$ cat src/rtl/game_pkg.sv
// Shared game-flow types: state encoding, BCD digit type and
// the step-period helper used by the controller.
package game_pkg;

    typedef enum logic [1:0] {
        TITLE = 2'b00,
        PLAY  = 2'b01,
        PAUSE = 2'b10,
        OVER  = 2'b11
    } game_state_t;

    typedef logic [3:0] bcd_digit_t;

    localparam bcd_digit_t BCD_NINE = 4'd9;

    // Halve the base period per level, never below one cycle.
    function automatic int unsigned step_period(
        input int unsigned base_div,
        input int unsigned lvl
    );
        int unsigned p;
        p = base_div >> lvl;
        return (p == 0) ? 1 : p;
    endfunction

endpackage

$ cat src/rtl/bcd_counter.sv
// Multi-digit BCD up-counter with synchronous clear that
// saturates at all nines instead of wrapping.
module bcd_counter
    import game_pkg::*;
#(
    parameter int DIGITS = 3
) (
    input  logic                  clk,
    input  logic                  reset,
    input  logic                  clr,
    input  logic                  inc,
    output logic [4*DIGITS-1:0]   bcd
);

    logic [4*DIGITS-1:0] r_bcd;
    logic [4*DIGITS-1:0] w_inc_bcd;
    logic                w_full;
    logic                w_carry;

    always_comb begin
        w_inc_bcd = r_bcd;
        w_full    = 1'b1;
        w_carry   = 1'b1;
        for (int i = 0; i < DIGITS; i++) begin
            if (r_bcd[4*i +: 4] != BCD_NINE) begin
                w_full = 1'b0;
            end
            if (w_carry) begin
                if (r_bcd[4*i +: 4] == BCD_NINE) begin
                    w_inc_bcd[4*i +: 4] = 4'd0;
                end else begin
                    w_inc_bcd[4*i +: 4] = r_bcd[4*i +: 4] + 4'd1;
                    w_carry             = 1'b0;
                end
            end
        end
    end

    always_ff @(posedge clk) begin
        if (reset) begin
            r_bcd <= '0;
        end else if (clr) begin
            r_bcd <= '0;
        end else if (inc && !w_full) begin
            r_bcd <= w_inc_bcd;
        end
    end

    assign bcd = r_bcd;

endmodule

$ cat src/rtl/game_ctrl.sv
// Game-flow controller: title/play/pause/over FSM, score and
// high score, difficulty level and the game-step tick.
module game_ctrl
    import game_pkg::*;
#(
    parameter int DIGITS    = 3,
    parameter int LEVEL_PTS = 10,
    parameter int LEVELS    = 4,
    parameter int BASE_DIV  = 64,
    parameter int DIV_W     = 8,
    localparam int LVL_W    = (LEVELS > 1) ? $clog2(LEVELS) : 1
) (
    input  logic                  clk,
    input  logic                  reset,
    input  logic                  start,
    input  logic                  pause,
    input  logic                  collision,
    input  logic                  incr,
    output logic [1:0]            game_state,
    output logic [4*DIGITS-1:0]   score_bcd,
    output logic [4*DIGITS-1:0]   hi_bcd,
    output logic [LVL_W-1:0]      level,
    output logic                  step
);

    localparam int PTS_W = $clog2(LEVEL_PTS + 1);
    localparam logic [DIV_W-1:0] FIRST_LOAD =
        DIV_W'(step_period(BASE_DIV, 0) - 1);

    game_state_t         r_state;
    game_state_t         w_next;
    logic                r_start_q;
    logic                r_pause_q;
    logic                w_start_edge;
    logic                w_pause_edge;
    logic                w_accept;
    logic                w_clr;
    logic                w_to_over;
    logic                w_run;
    logic [LVL_W-1:0]    r_level;
    logic [PTS_W-1:0]    r_pts;
    logic [DIV_W-1:0]    r_cnt;
    logic [DIV_W-1:0]    w_reload;
    logic                r_step;
    logic [4*DIGITS-1:0] r_hi;
    logic [4*DIGITS-1:0] w_score;

    assign w_start_edge = start & ~r_start_q;
    assign w_pause_edge = pause & ~r_pause_q;
    assign w_reload =
        DIV_W'(step_period(BASE_DIV, 32'(r_level)) - 1);

    always_comb begin
        w_next    = r_state;
        w_accept  = 1'b0;
        w_clr     = 1'b0;
        w_to_over = 1'b0;
        unique case (r_state)
            TITLE: begin
                if (w_start_edge) begin
                    w_next = PLAY;
                    w_clr  = 1'b1;
                end
            end
            PLAY: begin
                if (collision) begin
                    w_next    = OVER;
                    w_to_over = 1'b1;
                end else if (w_pause_edge) begin
                    w_next = PAUSE;
                end else begin
                    w_accept = incr;
                end
            end
            PAUSE: begin
                if (w_pause_edge) w_next = PLAY;
            end
            OVER: begin
                if (w_start_edge) w_next = TITLE;
            end
            default: w_next = TITLE;
        endcase
    end

    // Only cycles that stay in PLAY advance the tick, so a pause
    // resumes with exactly the remaining count.
    assign w_run = (r_state == PLAY) && (w_next == PLAY);

    always_ff @(posedge clk) begin
        if (reset) begin
            r_state   <= TITLE;
            r_start_q <= 1'b1;
            r_pause_q <= 1'b1;
            r_hi      <= '0;
        end else begin
            r_state   <= w_next;
            r_start_q <= start;
            r_pause_q <= pause;
            if (w_to_over && (w_score > r_hi)) begin
                r_hi <= w_score;
            end
        end
    end

    always_ff @(posedge clk) begin
        if (reset || w_clr) begin
            r_level <= '0;
            r_pts   <= '0;
        end else if (w_accept) begin
            if (r_pts == PTS_W'(LEVEL_PTS - 1)) begin
                r_pts <= '0;
                if (r_level != LVL_W'(LEVELS - 1)) begin
                    r_level <= r_level + LVL_W'(1);
                end
            end else begin
                r_pts <= r_pts + PTS_W'(1);
            end
        end
    end

    always_ff @(posedge clk) begin
        if (reset) begin
            r_cnt  <= '0;
            r_step <= 1'b0;
        end else begin
            r_step <= 1'b0;
            if (w_clr) begin
                r_cnt <= FIRST_LOAD;
            end else if (w_run) begin
                if (r_cnt == '0) begin
                    r_step <= 1'b1;
                    r_cnt  <= w_reload;
                end else begin
                    r_cnt <= r_cnt - DIV_W'(1);
                end
            end
        end
    end

    bcd_counter #(
        .DIGITS (DIGITS)
    ) u_score (
        .clk   (clk),
        .reset (reset),
        .clr   (w_clr),
        .inc   (w_accept),
        .bcd   (w_score)
    );

    assign game_state = r_state;
    assign score_bcd  = w_score;
    assign hi_bcd     = r_hi;
    assign level      = r_level;
    assign step       = r_step;

endmodule

$ cat config.mk
export PLATFORM = sky130hd
export DESIGN_NAME = game_ctrl
export DESIGN_NICKNAME = d
export VERILOG_FILES = /design/src/rtl/game_pkg.sv /design/src/rtl/bcd_counter.sv /design/src/rtl/game_ctrl.sv
export SDC_FILE = /design/constraint.sdc
export NUM_CORES = 1
export LEC_CHECK = 0
export BUFFER_PORTS_ARGS = -buffer_cell sky130_fd_sc_hd__buf_2
export CORE_MARGIN = 8
export CORE_UTILIZATION = 35
export CTS_CLUSTER_DIAMETER = 50
export DETAILED_ROUTE_END_ITERATION = 10
export REMOVE_ABC_BUFFERS = 1
export SLEW_MARGIN = 10
export SYNTH_ARGS = -nofsm -noshare
export SYNTH_HDL_FRONTEND = slang
export SYNTH_HIERARCHICAL = 1
export SYNTH_SLANG_ARGS = --single-unit
$ cat constraint.sdc
create_clock -name clk -period 3.6 [get_ports clk]
set_input_delay 0.72 -clock clk [delete_from_list [all_inputs] [get_ports clk]]
set_output_delay 0.72 -clock clk [all_outputs]
set_load 0.005 [all_outputs]
==> results.yml <==
run_status:
  outcome: "completed"
synth:
  ys_types: 62
  synth_seq_area_share_pct: 33.1
  synth.avg_cell_area_sq_um: 8.87
  synth_edf_count: 0
  synth_seq_cells: 43
  synth_flop_cell: "dfxtp_1"
  synthCells: 293
  synth.cell_area_sq_um: 2600
  async_reset_ff_share_pct: 0
  synth_warnings: 6
die:
  io_pins: 35
  initial_core_util_pct: 36.0
  dieHeight_um: 102
  rows: 31
  dieArea_sq_um: 10400
  core_sq_um: 7210
  die_x_um: 102
sta:
  drv_slew: 0
  fin_ws_ns: 1.19
  setup_viol_count_final: 0
  post-route-period-util_pct: 67.0
  finalHoldViolations: 0
  timing.slew.headroom_pct: 48.2
  tightest_slew_ns: 0.777
  clock_skew_ns: 0.00758
  tns_ns: 0
  rsz0062_at_grt: "false"
  fmax_ghz: 0.415
  finalCriticalPeriod_ns: 2.41
final_layout:
  area_delta_synth_final_pct: 14.7
  stdcell_area_sq_um: 2980
  utilization_pct: 41.3
  multi_input_area_sq_um: 1580
  post_route_cells_drive_above_1_share_pct: 20.1
  nets: 346
  layout.cells.non_filler: 422
  register_area_sq_um: 861
  n_antenna_cell: 0
  n_fill_cell: 755
critical_path:
  cp-start-kind: "input port"
  worstPathArrival_ns: 2.65
  critPathMaxFanout: 12
  slowest_stage: "and3_1"
  reg2reg_from: "u_score/bcd[2]"
  r2r_setup_slack_ns: 1.22
  max_stage_delay_ns: 0.41
  crit_path_frequent_cell: "and2_1"
  path_cells: "buf_2, nor2_1, and3_1, and2_1, and2_1, nand4_1, or3_1, a21oi_1"
  r2r-end: "hi_bcd[11]"
  ff2ff_path_depth: 6
  cp-end-kind: "flop"
  crit_type: "input port to flop"
  cp.required_ns: 3.83
placement:
  place_ws_ns: 0.889
  place_area_sq_um: 2840
  portBuffers: 34
  hpwl_um: 4330
  dp_cells: 414
  routabilityCongestion: 0.836
cts:
  cts_hold_buf: 0
  numCtsBuffers: 5
  clk_latency_ns: 0.30
  cts_sinks: 43
  cts-resized-gates: 0
  tritoncts: "yes"
  root_buffer: "clkbuf_8"
  cts_buffer_depth: 2
  post_cts_buffers: 0
  path_clk_slew_ns: 0.09
  ctsHtreeMaxLevel: 2
job:
  cap_violations: 0
grt:
  grt_pass1_vias: 2144
  grt_first_pass_wirelength_um: 10300
  grt_overflow: 0
  grt_max_degree: 37
  gr-usage-all-layers_pct: 12.2
  antenna_found_initial: 0
detailed_routing:
  drc: 0
  routedWlPerCell_um: 14.6
  antenna_left: 0
  viasPerCell: 5.47
  drt_iter0_markers: 66
  num_vias: 2309
  drt-total-wl_um: 6170
  dr.pass1.iters: 4
hold_path:
  hp-start: "r_pts[3]"
  hold_depth: 2
  hold_class: "flop to flop"
  holdPathEnd: "r_pts[3]"
power_and_ir_drop:
  p_per_area_nw_per_um2: 357
  leakage_nw: 1.15
  peakVddDrop_mv: 0.179
## critical path, delay by kind of cell
| family | cells | cell delay (ns) |
|---|---|---|
| buffers and inverters | 1 | 0.11 |
| AO/OA/AOI/OAI | 1 | 0.15 |
| AND/OR/NAND/NOR | 6 | 1.67 |
## report_power, final
part	total [mW]	internal (mW)	switching, mW
Clock	0.461	0.277	0.184
Combinational	0.102	0.0435	0.0585
Sequential	0.500	0.485	0.0142
Total	1.06	0.806	0.257
## per-stage QoR
step	hold WS (ns)	power, mW
after global routing	0.513	1.11
after CTS	0.503	1.07
after global placement	0.479	0.610
after floorplan	0.458	0.583
after detailed placement	0.487	0.612
final	0.503	1.06
## routing by layer
layer	part of all wire, %	track usage (%)
met5	0	0
met1	49	15.3
met2	45	20.2
met3	4.5	2.38
met4	1.3	4.40
## layout by cell type, fill, tap and decap left out, types with 5 or more instances in the layout
| cell | netlist | layout |
|---|---|---|
| dfxtp_1 | 43 | 43 |
| buf_2 | 6 | 34 |
| inv_1 | 26 | 26 |
| nor2_1 | 20 | 20 |
| a21oi_1 | 19 | 19 |
| ha_1 | 18 | 18 |
| nand2_1 | 12 | 12 |
| o2111ai_1 | 12 | 12 |
| or4_1 | 12 | 12 |
| nor3_1 | 8 | 8 |
| o311ai_0 | 8 | 8 |
| nand4_1 | 7 | 7 |
| nor2b_1 | 6 | 6 |
| o21ai_0 | 6 | 6 |
| mux2i_1 | 6 | 6 |
| xor2_1 | 5 | 5 |
| o311ai_1 | 5 | 5 |
| clkbuf_8 | 0 | 5 |
## Yosys cell counts, types with 2 or more instances
cell type / instances / area share (%)
nand2b_1: 2 / 0.48
a31oi_1: 3 / 0.72
nand2_1: 12 / 1.7
nand3_1: 4 / 0.77
nand4_1: 7 / 1.7
and3_1: 3 / 0.72
ha_1: 18 / 8.7
inv_1: 26 / 3.8
o211ai_1: 2 / 0.58
nor2b_1: 6 / 1.4
mux2i_1: 6 / 2.3
a21oi_1: 19 / 3.7
buf_2: 6 / 1.2
o311ai_1: 5 / 1.7
a311oi_2: 2 / 1.2
nor4_1: 3 / 0.72
dfxtp_1: 43 / 33
a211oi_1: 3 / 0.87
o21ai_0: 6 / 1.2
nor2_1: 20 / 2.9
nor4_2: 2 / 0.96
or4_1: 12 / 3.5
xnor2_1: 3 / 1.0
nor3_1: 8 / 1.5
o2111ai_1: 12 / 4.0
o311ai_0: 8 / 2.7
or3_1: 4 / 0.96
clkbuf_1: 6 / 0.87
and2_1: 2 / 0.48
xor2_1: 5 / 1.7
or2_2: 4 / 0.96
## final cells by class
cell class | count | share of cell area (%)
Multi-Input combinational cell | 210 | 52.9
Clock inverter | 3 | 2.27
Inverter | 26 | 3.27
Sequential cell | 43 | 28.9
Clock buffer | 5 | 2.31
Timing Repair Buffer | 36 | 6.21
Tap cell | 99 | 4.16
## registers in the layout, summed over array words and instances (netlist names)
register	flops
r_pts	4
level	2
step	1
r_cnt	8
hi_bcd	12
r_pause_q	1
r_start_q	1
u_score/bcd	12
game_state	2
## worst max path at each step
stage	slack [ns]	to	startpoint	cells after the start
CTS	1.20	hi_bcd[11]	u_score/bcd[2]	6
global placement	0.95	u_score/bcd[7]	collision	8
floorplan	1.21	hi_bcd[0]	u_score/bcd[2]	6
global route	0.96	u_score/bcd[10]	collision	8
detailed placement	0.89	u_score/bcd[7]	collision	8
finish	1.19	u_score/bcd[10]	collision	8
## logic make-up after synthesis
| logic type | synth area share [%] |
|---|---|
| buf+inv | 6.50 |
| compound gates | 20.7 |
| xor+xnor | 2.70 |
| mux | 2.31 |
| fa+ha+maj | 8.67 |
| flops | 33.1 |
| simple gates | 26.0 |
No activity file was read; power rests on OpenSTA's default activity.
